## src/rtl/step_spawn_scheduler_if.sv

```systemverilog
// Handshake/bus bundle between the song/pattern logic and the spawn scheduler.
// master : pattern side, drives START/STOP/SONG_LEN/REQ and watches the beat outputs.
// slave  : scheduler side, consumes the controls and drives GRANT/BEAT/PHASE/BUSY/DONE.
//   START     1  sync pulse, begin or restart a song
//   STOP      1  sync pulse, abort the song
//   SONG_LEN  8  beats in the song, sampled when START is accepted
//   REQ       4  lane spawn requests, bit0=LEFT .. bit3=RIGHT
//   GRANT     4  one-hot spawn grant, coincident with BEAT
//   BEAT      1  one-cycle pulse per beat boundary
//   PHASE     3  beat number mod 8
//   BUSY      1  song running
//   DONE      1  one-cycle pulse with the final beat
interface step_spawn_scheduler_if;
    logic       START;
    logic       STOP;
    logic [7:0] SONG_LEN;
    logic [3:0] REQ;
    logic [3:0] GRANT;
    logic       BEAT;
    logic [2:0] PHASE;
    logic       BUSY;
    logic       DONE;

    modport master (
        output START, STOP, SONG_LEN, REQ,
        input  GRANT, BEAT, PHASE, BUSY, DONE
    );

    modport slave (
        input  START, STOP, SONG_LEN, REQ,
        output GRANT, BEAT, PHASE, BUSY, DONE
    );
endinterface

```

## src/rtl/step_spawn_scheduler.sv

```systemverilog
// Beat sequencer and round-robin arrow-spawn arbiter for the DDR game core.
// Divides CLOCK into TICK_DIV-cycle beat slots, advances a 3-bit beat phase,
// grants at most one lane spawn request per eligible beat and ends the song
// after the latched number of beats.
// Ports:
//   CLOCK  system clock, rising edge
//   RESET  asynchronous active-low reset
//   bus    slave side of step_spawn_scheduler_if (controls in, beat/grant out)
module step_spawn_scheduler #(
    parameter int unsigned TICK_DIV = 8,
    parameter int unsigned GAP_MIN  = 1
) (
    input  logic                   CLOCK,
    input  logic                   RESET,
    step_spawn_scheduler_if.slave  bus
);

    localparam int unsigned DIV_W   = 8;
    localparam int unsigned CNT_W   = 8;
    localparam int unsigned PHASE_W = 3;
    localparam int unsigned LANES   = 4;
    localparam int unsigned RR_W    = 2;
    localparam int unsigned GAP_W   = 3;

    localparam logic [DIV_W-1:0] DIV_LAST = DIV_W'(TICK_DIV - 1);
    localparam logic [GAP_W-1:0] GAP_NEED = GAP_W'(GAP_MIN - 1);
    localparam logic [GAP_W-1:0] GAP_SAT  = '1;

    typedef enum logic {
        S_IDLE = 1'b0,
        S_RUN  = 1'b1
    } state_e;

    state_e             state_q,    state_d;
    logic [DIV_W-1:0]   div_cnt_q,  div_cnt_d;
    logic [CNT_W-1:0]   beat_cnt_q, beat_cnt_d;
    logic [CNT_W-1:0]   song_len_q, song_len_d;
    logic [PHASE_W-1:0] phase_q,    phase_d;
    logic [RR_W-1:0]    rr_q,       rr_d;
    // Beats since the last grant, saturating; large value means "eligible".
    logic [GAP_W-1:0]   gap_cnt_q,  gap_cnt_d;
    logic [LANES-1:0]   grant_q,    grant_d;
    logic               beat_q,     beat_d;
    logic               done_q,     done_d;
    logic               busy_q,     busy_d;

    logic [RR_W-1:0]    win_c;
    logic               any_req_c;
    logic               start_ok_c;
    logic               terminal_c;

    // Round-robin search from rr: walk lanes from farthest to nearest so the
    // nearest requesting lane (ascending mod 4) is the last one written.
    always_comb begin
        logic [RR_W-1:0] idx;
        win_c     = rr_q;
        any_req_c = 1'b0;
        idx       = rr_q;
        for (int k = LANES - 1; k >= 0; k--) begin
            idx = rr_q + RR_W'(k);
            if (bus.REQ[idx]) begin
                win_c     = idx;
                any_req_c = 1'b1;
            end
        end
    end

    assign start_ok_c = bus.START && !bus.STOP && (bus.SONG_LEN != '0);
    assign terminal_c = (div_cnt_q == DIV_LAST);

    // Next-state and registered-output logic.
    always_comb begin
        state_d    = state_q;
        div_cnt_d  = div_cnt_q;
        beat_cnt_d = beat_cnt_q;
        song_len_d = song_len_q;
        phase_d    = phase_q;
        rr_d       = rr_q;
        gap_cnt_d  = gap_cnt_q;
        busy_d     = busy_q;
        grant_d    = '0;
        beat_d     = 1'b0;
        done_d     = 1'b0;

        if ((state_q == S_RUN) && bus.STOP) begin
            state_d   = S_IDLE;
            busy_d    = 1'b0;
            div_cnt_d = '0;
            phase_d   = '0;
        end else if (start_ok_c) begin
            // Fresh song from IDLE, or restart while running.
            state_d    = S_RUN;
            busy_d     = 1'b1;
            div_cnt_d  = '0;
            phase_d    = '0;
            beat_cnt_d = '0;
            rr_d       = '0;
            gap_cnt_d  = GAP_SAT;
            song_len_d = bus.SONG_LEN;
        end else if (state_q == S_RUN) begin
            if (terminal_c) begin
                div_cnt_d  = '0;
                beat_d     = 1'b1;
                phase_d    = phase_q + PHASE_W'(1);
                beat_cnt_d = beat_cnt_q + CNT_W'(1);
                if ((gap_cnt_q >= GAP_NEED) && any_req_c) begin
                    grant_d   = LANES'(1) << win_c;
                    rr_d      = win_c + RR_W'(1);
                    gap_cnt_d = '0;
                end else if (gap_cnt_q != GAP_SAT) begin
                    gap_cnt_d = gap_cnt_q + GAP_W'(1);
                end
                // Final beat leaves RUN on the same edge it is issued.
                if (beat_cnt_d == song_len_q) begin
                    done_d  = 1'b1;
                    state_d = S_IDLE;
                    busy_d  = 1'b0;
                end
            end else begin
                div_cnt_d = div_cnt_q + DIV_W'(1);
            end
        end
    end

    // State register.
    always_ff @(posedge CLOCK or negedge RESET) begin
        if (!RESET) begin
            state_q    <= S_IDLE;
            div_cnt_q  <= '0;
            beat_cnt_q <= '0;
            song_len_q <= '0;
            phase_q    <= '0;
            rr_q       <= '0;
            gap_cnt_q  <= '0;
            grant_q    <= '0;
            beat_q     <= 1'b0;
            done_q     <= 1'b0;
            busy_q     <= 1'b0;
        end else begin
            state_q    <= state_d;
            div_cnt_q  <= div_cnt_d;
            beat_cnt_q <= beat_cnt_d;
            song_len_q <= song_len_d;
            phase_q    <= phase_d;
            rr_q       <= rr_d;
            gap_cnt_q  <= gap_cnt_d;
            grant_q    <= grant_d;
            beat_q     <= beat_d;
            done_q     <= done_d;
            busy_q     <= busy_d;
        end
    end

    assign bus.GRANT = grant_q;
    assign bus.BEAT  = beat_q;
    assign bus.PHASE = phase_q;
    assign bus.BUSY  = busy_q;
    assign bus.DONE  = done_q;

endmodule
```

## src/flat_wrapper.sv

```systemverilog
// flat-port wrapper written by rule: the top's interface ports become plain ports
module step_spawn_scheduler_flat 
#(
    parameter int unsigned TICK_DIV = 8,
    parameter int unsigned GAP_MIN  = 1
)
  (CLOCK, RESET, bus_START, bus_STOP, bus_SONG_LEN, bus_REQ, bus_GRANT, bus_BEAT, bus_PHASE, bus_BUSY, bus_DONE);
  step_spawn_scheduler_if bus_i ();
  input  logic CLOCK;
  input  logic RESET;
  input wire logic [$bits(bus_i.START)-1:0] bus_START;
  input wire logic [$bits(bus_i.STOP)-1:0] bus_STOP;
  input wire logic [$bits(bus_i.SONG_LEN)-1:0] bus_SONG_LEN;
  input wire logic [$bits(bus_i.REQ)-1:0] bus_REQ;
  output wire logic [$bits(bus_i.GRANT)-1:0] bus_GRANT;
  output wire logic [$bits(bus_i.BEAT)-1:0] bus_BEAT;
  output wire logic [$bits(bus_i.PHASE)-1:0] bus_PHASE;
  output wire logic [$bits(bus_i.BUSY)-1:0] bus_BUSY;
  output wire logic [$bits(bus_i.DONE)-1:0] bus_DONE;
  assign bus_i.START = bus_START;
  assign bus_i.STOP = bus_STOP;
  assign bus_i.SONG_LEN = bus_SONG_LEN;
  assign bus_i.REQ = bus_REQ;
  assign bus_GRANT = bus_i.GRANT;
  assign bus_BEAT = bus_i.BEAT;
  assign bus_PHASE = bus_i.PHASE;
  assign bus_BUSY = bus_i.BUSY;
  assign bus_DONE = bus_i.DONE;
  step_spawn_scheduler #(.TICK_DIV(TICK_DIV), .GAP_MIN(GAP_MIN)) u_core (.CLOCK(CLOCK), .RESET(RESET), .bus(bus_i));
endmodule
```

## config.mk

```make
export PLATFORM = sky130hd
export DESIGN_NAME = step_spawn_scheduler_flat
export DESIGN_NICKNAME = d
export VERILOG_FILES = /design/src/rtl/step_spawn_scheduler_if.sv /design/src/rtl/step_spawn_scheduler.sv /design/src/flat_wrapper.sv
export SDC_FILE = /design/constraint.sdc
export NUM_CORES = 1
export LEC_CHECK = 0
export BUFFER_PORTS_ARGS = -buffer_cell sky130_fd_sc_hd__buf_4
export CAP_MARGIN = 20
export CELL_PAD_IN_SITES_DETAIL_PLACEMENT = 0
export CELL_PAD_IN_SITES_GLOBAL_PLACEMENT = 1
export CORE_MARGIN = 5
export CORE_UTILIZATION = 48
export DETAILED_ROUTE_END_ITERATION = 10
export PLACE_DENSITY_LB_ADDON = 0.1
export SLEW_MARGIN = 20
export SYNTH_ARGS = -nofsm -noshare
export SYNTH_HDL_FRONTEND = slang
export SYNTH_SLANG_ARGS = --single-unit
```

## constraint.sdc

```tcl
create_clock -name CLOCK -period 5.2 [get_ports CLOCK]
set_input_delay 1.04 -clock CLOCK [delete_from_list [all_inputs] [get_ports CLOCK]]
set_output_delay 1.04 -clock CLOCK [all_outputs]
set_load 0.01 [all_outputs]
```

==> results of run 1 <==
-- state kept, by name (all words and copies together), names as in the netlist --
signal and flops:
u_core.bus.PHASE 3, u_core.bus.BEAT 1, u_core.state_q 1, u_core.bus.DONE 1
u_core.song_len_q 8, u_core.bus.BUSY 1, u_core.div_cnt_q 8, u_core.beat_cnt_q 8
u_core.bus.GRANT 4, u_core.rr_q 2
-- layout make-up --
type                            count  area [um2]
Timing Repair Buffer               26       195.2
Sequential cell                    37       925.9
Tap cell                           52       65.06
Fill cell                         407        1888
Clock buffer                        7       86.33
Multi-Input combinational cell    173        1147
Inverter                            4       16.27
-- synthesized netlist by cell type (all sizes together) --
| cell type | count | area, um2 |
|---|---|---|
| a2111oi | 2 | 42.54 |
| a211oi | 4 | 42.54 |
| a21o | 4 | 30.03 |
| a21oi | 10 | 61.31 |
| a221oi | 1 | 26.28 |
| a22o | 1 | 8.760 |
| a2bb2oi | 2 | 17.52 |
| a311o | 1 | 10.01 |
| a32o | 1 | 10.01 |
| and2 | 2 | 12.51 |
| and2b | 1 | 7.510 |
| and3 | 2 | 12.51 |
| and4 | 2 | 17.52 |
| buf | 6 | 32.53 |
| clkbuf | 2 | 7.510 |
| clkinv | 1 | 5.000 |
| dfrtp | 37 | 925.9 |
| ha | 3 | 37.54 |
| inv | 3 | 11.26 |
| mux2 | 1 | 11.26 |
| mux2i | 1 | 10.01 |
| nand2 | 38 | 145.1 |
| nand2b | 8 | 52.55 |
| nand3 | 9 | 62.56 |
| nand3b | 2 | 15.01 |
| nand4 | 4 | 25.02 |
| nand4b | 1 | 8.760 |
| nor2 | 16 | 62.56 |
| nor2b | 2 | 12.51 |
| nor3 | 4 | 20.02 |
| nor3b | 5 | 42.54 |
| nor4 | 2 | 25.02 |
| nor4b | 1 | 23.77 |
| o2111ai | 4 | 35.03 |
| o211ai | 1 | 7.510 |
| o21ai | 18 | 90.09 |
| o31ai | 3 | 22.52 |
| or3 | 4 | 25.02 |
| xnor2 | 4 | 35.03 |
| xor2 | 9 | 78.83 |
-- kinds of logic (layout without fill, tap and decap cells) --
group / count (synthesis) / after routing / synth area share
multiplexers: 2 / 2 / 0.009988
AO/OA/AOI/OAI: 52 / 52 / 0.1898
adder cells (fa/ha/maj): 3 / 3 / 0.01763
AND/OR/NAND/NOR: 103 / 103 / 0.2679
flip-flops: 37 / 37 / 0.4348
XOR/XNOR: 13 / 13 / 0.05347
buffers and inverters: 12 / 37 / 0.02644
-- metrics by stage --
stage | cells | util | power, mW | hold WS (ns) | setup WS [ns]
floorplan | 222 | - | 0.3586 | 0.4568 | 2.988
global placement | 292 | 0.5434 | 0.3884 | 0.4770 | 2.611
detailed placement | 292 | 0.5434 | 0.3886 | 0.4814 | 2.558
CTS | 299 | 0.5634 | 0.5941 | 0.4955 | 2.842
global route | 299 | 0.5634 | 0.6205 | 0.5258 | 2.759
finish | 299 | 0.5634 | 0.5849 | 0.4910 | 2.838
-- worst paths after layout --
check                                       end  slack (ns)  cells past startpoint
min reg2reg                u_core.beat_cnt_q[7]        0.49                      1
min                        u_core.beat_cnt_q[7]        0.49                      1
min in group asynchronous  u_core.beat_cnt_q[6]        0.70                      1
max                        u_core.beat_cnt_q[5]        2.84                      8
max reg2reg                     u_core.bus.BUSY        3.12                      6
max in group asynchronous   u_core.div_cnt_q[2]        4.15                      1
-- worst max-delay path, delay by kind of cell --
family	cells	cell delay, ns
compound gates	2	0.32
buf+inv	2	0.24
simple gates	4	0.98
-- routing by layer --
layer,GRT usage,share of wire
met1,0.2355,0.50
met2,0.2337,0.42
met3,0.05437,0.060
met4,0.05245,0.014
met5,0,0
-- report_power, final --
group,internal (mW),switching (mW)
clock,0.105,0.0972
combinational,0.0294,0.0435
sequential,0.299,0.0111
total,0.433,0.152
==> qor.yml, run 1 <==
final_layout:
  final_nets: 266
  layout_common_cells: "nand2_1, dfrtp_1, buf_4"
  antennaDiodeCount: 0
  drive_above_1_share: 0.1943
  stdcell_area_um2: 2436
  area_growth_syn_to_layout_pct: 14.40
logic_synthesis:
  synth_seq_cells: 37
  synth_area_um2: 2130
  synth_fp_nets: 241
  synth.avg_cell_area_um2: 9.593
  yosysSeqAreaShare: 0.4348
  syn_inst: 222
  ys_warn_count: 0
  synth.distinct_cells: 51
clock_network:
  clock_sinks: 37
  post_cts_buffers: 0
  clkTransAtPathRegs_ns: 0.07
  cts_buffers: 5
  postCtsHoldBufs: 0
  htree_levels: 2
  clk-insertion-delay-late_ns: 0.29
  cts_tree: "done"
  post_cts_resized: 0
  clock_path_buffers: 2
  cts-root-buf: "clkbuf_8"
floorplanning:
  initial_core_util: 0.4925
  die_h_um: 76.61
  io_pins: 26
  num_rows: 24
  die_w_um: 76.61
  dieArea_um2: 5868
  core_um2: 4324
grt:
  grt-ovfl-total: 0
  grt_pass1_wl_um: 7838
  antenna_found_initial: 0
  grtUsageTotal: 0.1648
  grt_max_degree: 38
  grt_pass1_vias: 1604
power:
  p_leak_nw: 1.085
  p_per_area_nw_per_um2: 240.1
  peakVddDrop_mv: 0.1157
worst_setup_path:
  crit_type: "primary input to flip-flop"
  crit_arrival_ns: 2.58
  end_kind: "flip-flop"
  cpPeakStageDelay_ns: 0.46
  crit_chain: "buf_4, nor4_2, a21oi_1, nand2b_2, nand3_4, clkinv_2, nand3_1, o21ai_1"
  critPathMaxFanout: 13
  critPathLaunch: "bus_SONG_LEN[1]"
  worstPathRequired_ns: 5.42
  rr_startpoint: "u_core.beat_cnt_q[0]"
  critPathLaunchType: "primary input"
  slowest_stage: "nor4_2"
drt:
  viasPerCell: 5.589
  drtIter0Drc: 130
  vias: 1671
  drt_wl_total_um: 4537
  routedWlPerCell_um: 15.17
  ant_nets: 0
  drc: 0
  drt-pass1-iter-count: 5
timing:
  slew_headroom: 0.6790
  hold_violations: 0
  rsz0062_at_grt: "false"
  drv_slew: 0
  worst-slew-pin-transition_ns: 0.4815
  setup_viol: 0
  clock.fmax_ghz: 0.4233
  setup_tns_ns: 0
  timing.final.crit_share: 0.4543
  min_period_ns: 2.362
  clock_skew_ns: 0.005590
run_status:
  status: "completed"
placed_design:
  placed_area_um2: 2350
  port_buffers: 25
  place.gp.congestion: 0.7967
  hpwlAfterDp_um: 3249
min_path:
  hold_path_class: "flip-flop to flip-flop"
  hp-start: "u_core.beat_cnt_q[7]"
job:
  cap_violations: 0
No activity file was read; power rests on OpenSTA's default activity.
==> run 2: changes to the inputs <==
--- a/config.mk
+++ b/config.mk
@@ -5,12 +5,13 @@
 export SDC_FILE = /design/constraint.sdc
 export NUM_CORES = 1
 export LEC_CHECK = 0
+export ABC_AREA = 1
 export BUFFER_PORTS_ARGS = -buffer_cell sky130_fd_sc_hd__buf_4
 export CAP_MARGIN = 20
 export CELL_PAD_IN_SITES_DETAIL_PLACEMENT = 0
 export CELL_PAD_IN_SITES_GLOBAL_PLACEMENT = 1
 export CORE_MARGIN = 5
-export CORE_UTILIZATION = 48
+export CORE_UTILIZATION = 38
 export DETAILED_ROUTE_END_ITERATION = 10
 export PLACE_DENSITY_LB_ADDON = 0.1
 export SLEW_MARGIN = 20
==> constraint.sdc (replaced) <==
create_clock -name CLOCK -period 2 [get_ports CLOCK]
set_input_delay 0.4 -clock CLOCK [delete_from_list [all_inputs] [get_ports CLOCK]]
set_output_delay 0.4 -clock CLOCK [all_outputs]
set_load 0.01 [all_outputs]
==> run 2 against run 1 <==
Clock-buffer cell count shrank 1. Cell area grew 3.2%. Combinational power grew to 3.8 times the previous value. Hold slack lost 0.42 ns. Clock skew is essentially flat. Flip-flop and latch count is the same. Register-to-register slack lost 3.0 ns. Sequential share of layout area shrank 1.1 points. Synthesized area shrank 1.2%. Setup slack lost 2.7 ns. Die area grew 21%. Critical endpoint is now u_core.beat_cnt_q[3]. Largest power group unchanged.
==> qor.yml, run 2 <==
run_status:
  status: "completed"
worst_setup_path:
  r2r_cells: 6  # unchanged
  cp.depth: 6  # -2
  critPathMaxFanout: 6  # -7
  worstPathRequired_ns: 2.15  # -3.27 ns
  critPathTopFamily: "simple AND/OR/NAND/NOR gates"
  r2r-end: "u_core.beat_cnt_q[3]"
  cp_num_buf_inv: 0  # -2
  crit_type: "flip-flop to flip-flop"
  crit_chain: "ha_1, nand2_1, nor4_4, nor2_1, nor2_1, o22ai_1"
  rrSetupSlack_ns: 0.16  # -2.96 ns
  slowest_stage: "dfrtp_1"
  crit_arrival_ns: 1.99  # -0.59 ns
  cpPeakStageDelay_ns: 0.40  # -0.06 ns
  crit_top_cell: "nor2_1"
  rr_startpoint: "u_core.div_cnt_q[0]"
  critPathLaunchType: "flip-flop"
  end_kind: "flip-flop"
drt:
  drt-pass1-iter-count: 4  # -1
  ant_nets: 0  # unchanged
  vias: 1818  # +8.8%
  viasPerCell: 4.650  # -17%
  routedWlPerCell_um: 11.67  # -23%
  drc: 0  # unchanged
  drtIter0Drc: 48  # -63%
  drt_wl_total_um: 4564  # +0.60%
timing:
  clock_skew_ns: 0.005906  # +0.0003168 ns
  clock.fmax_ghz: 0.5438
  min_period_ns: 1.839
  worst_slack_ns: 0.1611  # -2.677 ns
  drv_slew: 0  # unchanged
  hold_violations: 0  # unchanged
  slew_headroom: 0.6729  # -0.006122
  setup_viol: 0  # unchanged
  worst-slew-pin-transition_ns: 0.4906  # +0.009182 ns
  timing.final.crit_share: 0.9195
  rsz0062_at_grt: "false"
  setup_tns_ns: 0  # unchanged
floorplanning:
  dieArea_um2: 7123  # +21%
  die_h_um: 84.40  # +10%
  core_um2: 5439  # +26%
  die_w_um: 84.40  # +10%
  initial_core_util: 0.3867  # -0.1058
  io_pins: 26  # unchanged
  num_rows: 27  # +13%
power:
  p_leak_nw: 1.337  # +23%
  p_per_area_nw_per_um2: 715.9  # +200%
  peakVddDrop_mv: 0.3410  # +190%
logic_synthesis:
  synth_top_area_cell: "dfrtp_1"
  synth_seq_cells: 37  # unchanged
  synth.avg_cell_area_um2: 7.354  # -23%
  synth_fp_nets: 305  # +27%
  yosysSeqAreaShare: 0.4402  # +0.005432
  async_flop_share: 1.000  # unchanged
  synth_ff_type: "dfrtp_1"
  synth_area_um2: 2103  # -1.2%
  syn_inst: 286  # +29%
  synth.distinct_cells: 30  # -41%
  synth_edf_count: 0  # unchanged
  synth_top_area_frac: 0.4402  # +0.005432
  yosys.cell_count.top_type: "nand2_1"
  ys_warn_count: 0  # unchanged
  synthTopCellsByArea: "dfrtp_1, nand2_1, inv_1, nand3_1, nor2_1"
  synth_commonest_cells: "nand2_1, inv_1, dfrtp_1, nor2_1, nand3_1"
clock_network:
  htree_levels: 2  # unchanged
  clock_sinks: 37  # unchanged
  cts_buffers: 5  # unchanged
  clkTransAtPathRegs_ns: 0.08  # about the same
  cts_tree: "done"
  clk-insertion-delay-late_ns: 0.29  # about the same
  cts-root-buf: "clkbuf_8"
  post_cts_buffers: 0  # unchanged
  clock_path_buffers: 2  # unchanged
placed_design:
  port_buffers: 25  # unchanged
  place.gp.congestion: 0.8120  # +1.9%
  post-place-ws_ns: 0.1133  # -2.444 ns
  dp_cells: 383  # +31%
  hpwlAfterDp_um: 3505  # +7.9%
job:
  cap_violations: 0  # unchanged
final_layout:
  final_nets: 337  # +27%
  layout_common_cells: "nand2_1, inv_1, dfrtp_1"
  final_common_cell: "nand2_1"
  antennaDiodeCount: 0  # unchanged
  reg_top3: "u_core.beat_cnt_q x8, u_core.div_cnt_q x8, u_core.song_len_q x8"
  drive_above_1_share: 0.1505  # -0.04386
  area_growth_syn_to_layout_pct: 19.57
  nFillCells: 556  # +37%
  fin_cells: 391  # +31%
grt:
  antenna_found_initial: 0  # unchanged
  grt_pass1_vias: 1727  # +7.7%
  grt_pass1_wl_um: 7879  # +0.52%
  grt_max_degree: 38  # unchanged
  grt-ovfl-total: 0  # unchanged
  grtUsageTotal: 0.1358  # -0.02895
min_path:
  hold_path_class: "primary input to async pin"
run 2: changes by cell type in the layout (fill, tap and decap cells not counted), moves of 7 or more:
cell,change
nor2_1,+9
nand2_1,+60
nand2b_1,-7
o22ai_1,+7
inv_1,+39
nand3_1,+16
run 2: worst reg2reg max path, cell delays in order, from the launching register on:
cell and delay, ns:
dfrtp_1 0.40, ha_1 0.18, nand2_1 0.11, nor4_4 0.33, nor2_1 0.15, nor2_1 0.39
o22ai_1 0.14
run 2: how the worst max path moves through the flow:
| stage | end | from |
|---|---|---|
| 3_5_place_dp | u_core.beat_cnt_q[0] | bus_SONG_LEN[6] |
| 2_1_floorplan | u_core.bus.BUSY | u_core.beat_cnt_q[0] |
| 6_report | u_core.beat_cnt_q[3] | u_core.div_cnt_q[0] |
| 5_1_grt | u_core.rr_q[1] | u_core.div_cnt_q[0] |
| 4_1_cts | u_core.beat_cnt_q[3] | u_core.div_cnt_q[0] |
| 3_3_place_gp | u_core.beat_cnt_q[0] | bus_SONG_LEN[6] |
run 2: stage by stage:
step / area (um2) / hold slack, ns / util / total power, mW
3_5_place_dp: 2394 / 0.4090 / 0.4401 / 1.129
2_1_floorplan: 2103 / 0.1044 / - / 1.021
5_1_grt: 2515 / 0.1094 / 0.4624 / 1.900
6_report: 2515 / 0.07206 / 0.4624 / 1.801
3_3_place_gp: 2394 / 0.4043 / 0.4401 / 1.130
4_1_cts: 2514 / 0.07889 / 0.4622 / 1.834
run 2: cell families after synthesis:
kind of cell / share of synthesized area
AND/OR/NAND/NOR: 0.3296
buffers and inverters: 0.09042
flip-flops: 0.4402
AO/OA/AOI/OAI: 0.08805
XOR/XNOR: 0.02915
adder cells (fa/ha/maj): 0.01785
multiplexers: 0.004759
run 2: report_power, final:
part	switching, mW	internal (mW)
Combinational	0.168	0.108
Sequential	0.0379	0.797
Clock	0.285	0.406
Total	0.490	1.31
run 2: metal layers:
metal,vias up,track usage,part of all wire
met2,27,0.2202,0.46
met3,5,0.03140,0.036
met1,818,0.1801,0.49
met4,0,0.04317,0.011
met5,-,0,0
li1,968,-,-
run 2: what timing repair did:
item | 4_1_cts | 5_1_grt
setup endpoints to repair | 0 | 1
endpoints found under the hold margin | 0 | 0
resized for setup | 0 | 1
hold buffers | 0 | 0
run 2: cell type report:
cell class / count / area (um2) / area share
Sequential cell: 37 / 927.1 / 0.3687
Timing Repair Buffer: 31 / 232.7 / 0.09254
Clock buffer: 6 / 82.58 / 0.03284
Clock inverter: 2 / 37.54 / 0.01493
Tap cell: 72 / 90.09 / 0.03582
Multi-Input combinational cell: 201 / 987.2 / 0.3925
Inverter: 42 / 157.7 / 0.06269
